## src/rtl/ltl_symbol_feeder.sv

```systemverilog
// Buffers tracer symbols and feeds one automaton instance. Each trace is framed with a
// one-cycle automaton reset, and the first report hit of the trace is latched.
module ltl_symbol_feeder #(
    parameter int unsigned DEPTH       = 4,
    parameter int unsigned NUM_REPORTS = 4,
    parameter int unsigned CNT_W       = 16
) (
    input  logic                   clk_i,
    input  logic                   rst_ni,
    input  logic                   sym_valid_i,
    output logic                   sym_ready_o,
    input  logic [7:0]             sym_data_i,
    input  logic                   sym_sof_i,
    input  logic                   abort_i,
    output logic                   am_reset_o,
    output logic                   am_run_o,
    output logic [7:0]             am_symbols_o,
    input  logic [NUM_REPORTS-1:0] report_i,
    output logic                   report_hit_o,
    output logic [CNT_W-1:0]       first_hit_idx_o,
    output logic [CNT_W-1:0]       sym_count_o
);
    localparam int unsigned AW = $clog2(DEPTH);

    typedef enum logic [0:0] {StRun, StStart} state_e;

    logic [8:0]       mem_q [DEPTH];
    logic [AW:0]      wr_ptr_q, wr_ptr_d, rd_ptr_q, rd_ptr_d;
    logic             full, empty, push, pop, clear;
    logic [8:0]       head;
    state_e           state_q, state_d;
    logic             am_reset_q, am_reset_d, am_run_q, am_run_d;
    logic [7:0]       am_symbols_q, am_symbols_d;
    logic             hit_q, hit_d;
    logic [CNT_W-1:0] idx_q, idx_d, count_q, count_d;

    // Extra pointer bit tells full (MSBs differ) from empty (pointers equal).
    assign empty = (wr_ptr_q == rd_ptr_q);
    assign full  = (wr_ptr_q[AW] != rd_ptr_q[AW]) &&
                   (wr_ptr_q[AW-1:0] == rd_ptr_q[AW-1:0]);
    assign head  = mem_q[rd_ptr_q[AW-1:0]];
    assign push  = sym_valid_i && !full && !abort_i;

    assign sym_ready_o     = !full;
    assign am_reset_o      = am_reset_q;
    assign am_run_o        = am_run_q;
    assign am_symbols_o    = am_symbols_q;
    assign report_hit_o    = hit_q;
    assign first_hit_idx_o = idx_q;
    assign sym_count_o     = count_q;

    always_comb begin
        state_d      = state_q;
        pop          = 1'b0;
        clear        = 1'b0;
        am_reset_d   = am_reset_q;
        am_run_d     = 1'b0;
        am_symbols_d = am_symbols_q;
        count_d      = count_q;
        if (abort_i) begin
            am_reset_d = 1'b0;
            state_d    = StRun;
        end else begin
            unique case (state_q)
                StRun: begin
                    if (empty) begin
                        am_reset_d = 1'b0;
                    end else if (!head[8]) begin
                        pop          = 1'b1;
                        am_symbols_d = head[7:0];
                        am_run_d     = 1'b1;
                        am_reset_d   = 1'b0;
                        if (count_q != {CNT_W{1'b1}}) begin
                            count_d = count_q + CNT_W'(1);
                        end
                    end else begin
                        // Hold the sof symbol back one cycle so reset release and
                        // the first symbol land on the same edge.
                        am_reset_d = 1'b1;
                        clear      = 1'b1;
                        count_d    = '0;
                        state_d    = StStart;
                    end
                end
                StStart: begin
                    pop          = 1'b1;
                    am_reset_d   = 1'b0;
                    am_run_d     = 1'b1;
                    am_symbols_d = head[7:0];
                    count_d      = CNT_W'(1);
                    state_d      = StRun;
                end
                default: state_d = StRun;
            endcase
        end

        hit_d = hit_q;
        idx_d = idx_q;
        if (clear) begin
            hit_d = 1'b0;
            idx_d = '0;
        end else if (!am_reset_q && |report_i) begin
            hit_d = 1'b1;
            if (!hit_q) begin
                idx_d = count_q;
            end
        end

        wr_ptr_d = wr_ptr_q + (AW + 1)'(push);
        rd_ptr_d = rd_ptr_q + (AW + 1)'(pop);
        if (abort_i) begin
            wr_ptr_d = wr_ptr_q;
            rd_ptr_d = wr_ptr_q;
        end
    end

    always_ff @(posedge clk_i or negedge rst_ni) begin
        if (!rst_ni) begin
            state_q      <= StRun;
            wr_ptr_q     <= '0;
            rd_ptr_q     <= '0;
            am_reset_q   <= 1'b1;
            am_run_q     <= 1'b0;
            am_symbols_q <= '0;
            hit_q        <= 1'b0;
            idx_q        <= '0;
            count_q      <= '0;
        end else begin
            state_q      <= state_d;
            wr_ptr_q     <= wr_ptr_d;
            rd_ptr_q     <= rd_ptr_d;
            am_reset_q   <= am_reset_d;
            am_run_q     <= am_run_d;
            am_symbols_q <= am_symbols_d;
            hit_q        <= hit_d;
            idx_q        <= idx_d;
            count_q      <= count_d;
        end
    end

    always_ff @(posedge clk_i) begin
        if (push) begin
            mem_q[wr_ptr_q[AW-1:0]] <= {sym_sof_i, sym_data_i};
        end
    end

endmodule

```

## config.mk

```make
export PLATFORM = sky130hd
export DESIGN_NAME = ltl_symbol_feeder
export DESIGN_NICKNAME = d
export VERILOG_FILES = /design/src/rtl/ltl_symbol_feeder.sv
export SDC_FILE = /design/constraint.sdc
export NUM_CORES = 1
export LEC_CHECK = 0
export CAP_MARGIN = 10
export CORE_UTILIZATION = 50
export CTS_CLUSTER_SIZE = 25
export DETAILED_ROUTE_END_ITERATION = 12
export PLACE_DENSITY = 0.75
export SLEW_MARGIN = 10
export SYNTH_ARGS = -nofsm -noshare
export SYNTH_HDL_FRONTEND = slang
export SYNTH_SLANG_ARGS = --single-unit
```

## constraint.sdc

```tcl
create_clock -name clk_i -period 2.4 [get_ports clk_i]
set_input_delay 0.48 -clock clk_i [delete_from_list [all_inputs] [get_ports clk_i]]
set_output_delay 0.48 -clock clk_i [all_outputs]
set_load 0.1 [all_outputs]
```

==> results.toml <==
[clock_tree]
root_buffer = "clkbuf_8"
clk-insertion-delay-late_ps = 360
cts_tree = "yes"
post_cts_buffers = 0
post_cts_resized = 0
clk_pin_slew_ps = 90
numCtsBuffers = 9
cts.hold.buffers_added = 1
cts_max_path_buffers = 2
cts_num_sinks = 86
h-tree-depth = 3

[critical_path]
cp_max_fo = 4
required_ps = 2670
crit_type = "reg -> reg"
end_kind = "flip-flop"
arrival_ps = 2370
startpoint_type = "flip-flop"
r2r_cells = 9

[routing]
drt_wl_total_mm = 7.54
drt-initial-drc-count = 129
drtAntennaViolNets = 0
drt-pass1-iter-count = 4
avgRoutedWirePerCell_um = 16.3
drc = 0
viasPerCell = 5.74
num_vias = 2650

[power]
vdd_ir_drop_max_mv = 0.885
sw_frac_of_total = 0.473
pwr-share-comb = 0.488
power_frac_clock = 0.167
pwr-share-seq = 0.345
pwr_density_cell_nw_per_um2 = 1240
power_switching_mw = 2.76
p_int_mw = 3.07
power_mw = 5.83
power.static_leakage_nw = 1.98

[layout]
fin_cells = 462
layout.nets = 380
layout_commonest_cell = "buf_4"
drive_gt1_frac = 0.289
fin_util = 0.646
layout_common_cells = "59 x buf_4, 45 x dfrtp_1, 36 x edfxtp_1, 26 x nor2_1, 16 x mux2i_1"
areaGrowthSynthToFinish_pct = 24.4
n_antenna_cell = 0

[yosys]
avgSynthCellArea_um2 = 13.5
synth-simple-area-share = 0.114
ys_seq_area_frac = 0.616
syn_area_um2 = 3790
synth_compound_area_frac = 0.0872
synth_fa_ha_area_frac = 0.0165
synth_top_family_by_area = "multiplexers"
ys_async_sr_fraction = 0.581
yosys.area.top_type = "dfrtp_1"
yosys_warnings = 0
synth_edf_count = 36
synth_cell_types = 43
ys_ff_latch = 86
ys_top_cells_by_area = "dfrtp_1 32%, edfxtp_1 29%, mux4_1 5.6%, mux2i_1 4.2%, nor2_1 2.6%"
synth-main-ff-cell = "dfrtp_1"
synthCells = 280
synth_mux_area_frac = 0.128
netlist.area_leader.share = 0.324
synth_xor_area_frac = 0.0116
syn_nets = 302

[global_routing]
grt_antenna_before_repair = 0
grt.total_usage = 0.209
grt_use_met3 = 0.0489
top_usage_layer = "met2"
grtUsageMet1 = 0.268
grt_use_met2 = 0.364
grt-ovfl-total = 0
grt_pass1_wl_mm = 12.3
grt_start_max_net_pins = 24
grt_pass1_vias = 2479

[floorplanning]
dieArea_um2 = 7920
core-area_um2 = 7290
initial_core_util = 0.519
num_rows = 31
io_pins = 61
dieHeight_um = 89.0
die_w_um = 89.0

[sta]
slew_headroom = 0.571
finalClockSkew_ps = 9.79
worstMarginPinSlew_ps = 638
fin_crit_sh = 0.876
finalSetupViolCount = 0
slew_violations = 0
final_hold_viol_count = 0
fin_crit_ps = 2100
tns_ps = 0
rsz0062_at_grt = "no"
fmax_mhz = 475

[placement]
dp.cells = 445
portBuffers = 60
gp_congestion = 0.804
dp_hpwl_mm = 5.34

[flow_run]
drv_cap = 0

[outcome]
status = "finished, final reports clean"

[worst_hold_path]
hp-class = "in -> async"
-- state kept, by name (all words and copies together), names as in the netlist --
name and flops:
am_symbols_o 8, sym_count_o 16, am_reset_o 1, am_run_o 1
state_q 1, first_hit_idx_o 16, report_hit_o 1, rd_ptr_q 3
wr_ptr_q 3, mem_q 36
-- cell usage after synthesis, types with 4 or more instances --
cell,count
mux2i_1,16
o31ai_1,5
buf_2,5
a31oi_1,7
nand2_1,12
dfrtp_1,49
inv_1,11
a21oi_1,7
mux4_1,8
nand4_1,9
o21ai_0,15
mux2_2,8
nor2_1,26
a41oi_1,4
ha_1,5
and2_1,5
nand3_1,5
edfxtp_1,36
-- cell families after synthesis --
group	Yosys count
adder cells (fa/ha/maj)	5
XOR/XNOR	5
multiplexers	33
buffers and inverters	21
flip-flops	86
AO/OA/AOI/OAI	51
AND/OR/NAND/NOR	79
-- metrics by stage --
| step | cell area, um2 | hold slack [ps] | setup slack, ps |
|---|---|---|---|
| floorplan | 3830 | 184 | 7.82 |
| global placement | 4520 | 327 | 296 |
| detailed placement | 4520 | 329 | 234 |
| CTS | 4710 | 486 | 287 |
| global route | 4710 | 505 | 131 |
| finish | 4710 | 490 | 297 |
-- power by group through the flow --
| stage | clock network (mW) | registers, mW | logic (mW) |
|---|---|---|---|
| global placement | 0 | 2.03 | 2.83 |
| finish | 0.971 | 2.01 | 2.85 |
| detailed placement | 0 | 2.04 | 2.87 |
| floorplan | 0 | 3.05 | 1.16 |
| global route | 1.06 | 2.04 | 3.02 |
| CTS | 0.986 | 2.01 | 2.88 |
-- metal layers --
metal | vias to the layer above | share of wire | routed length (um)
met5 | - | 0 | 0
met4 | 0 | 0.0061 | 46
met3 | 6 | 0.048 | 361
met2 | 86 | 0.52 | 3890
met1 | 1332 | 0.43 | 3250
li1 | 1226 | - | -
-- final cells by class --
| type | instances | area, um2 |
|---|---|---|
| Fill cell | 558 | 2580 |
| Sequential cell | 86 | 2340 |
| Multi-Input combinational cell | 173 | 1390 |
| Timing Repair Buffer | 77 | 628 |
| Clock buffer | 9 | 124 |
| Tap cell | 99 | 124 |
| Clock inverter | 7 | 61.3 |
| Inverter | 11 | 41.3 |
-- critical path, cell delays in order, from the launching register on --
cell	delay, ps
dfrtp_1	430
xor2_1	230
nor3_2	460
a21oi_2	130
nand2_2	90
inv_1	50
ha_1	180
ha_1	180
xnor2_1	120
o21ai_0	160
-- path summary, 6_finish.rpt --
path	start	end	slack (ps)
max	wr_ptr_q[2]	rd_ptr_q[2]	300
min	rst_ni	first_hit_idx_o[1]	490
max reg2reg	wr_ptr_q[2]	rd_ptr_q[2]	300
min reg2reg	am_symbols_o[1]	am_symbols_o[1]	520
max in group asynchronous	rst_ni	sym_count_o[1]	1350
min in group clk_i	am_symbols_o[1]	am_symbols_o[1]	520
Power figures use the tool's default switching activity.
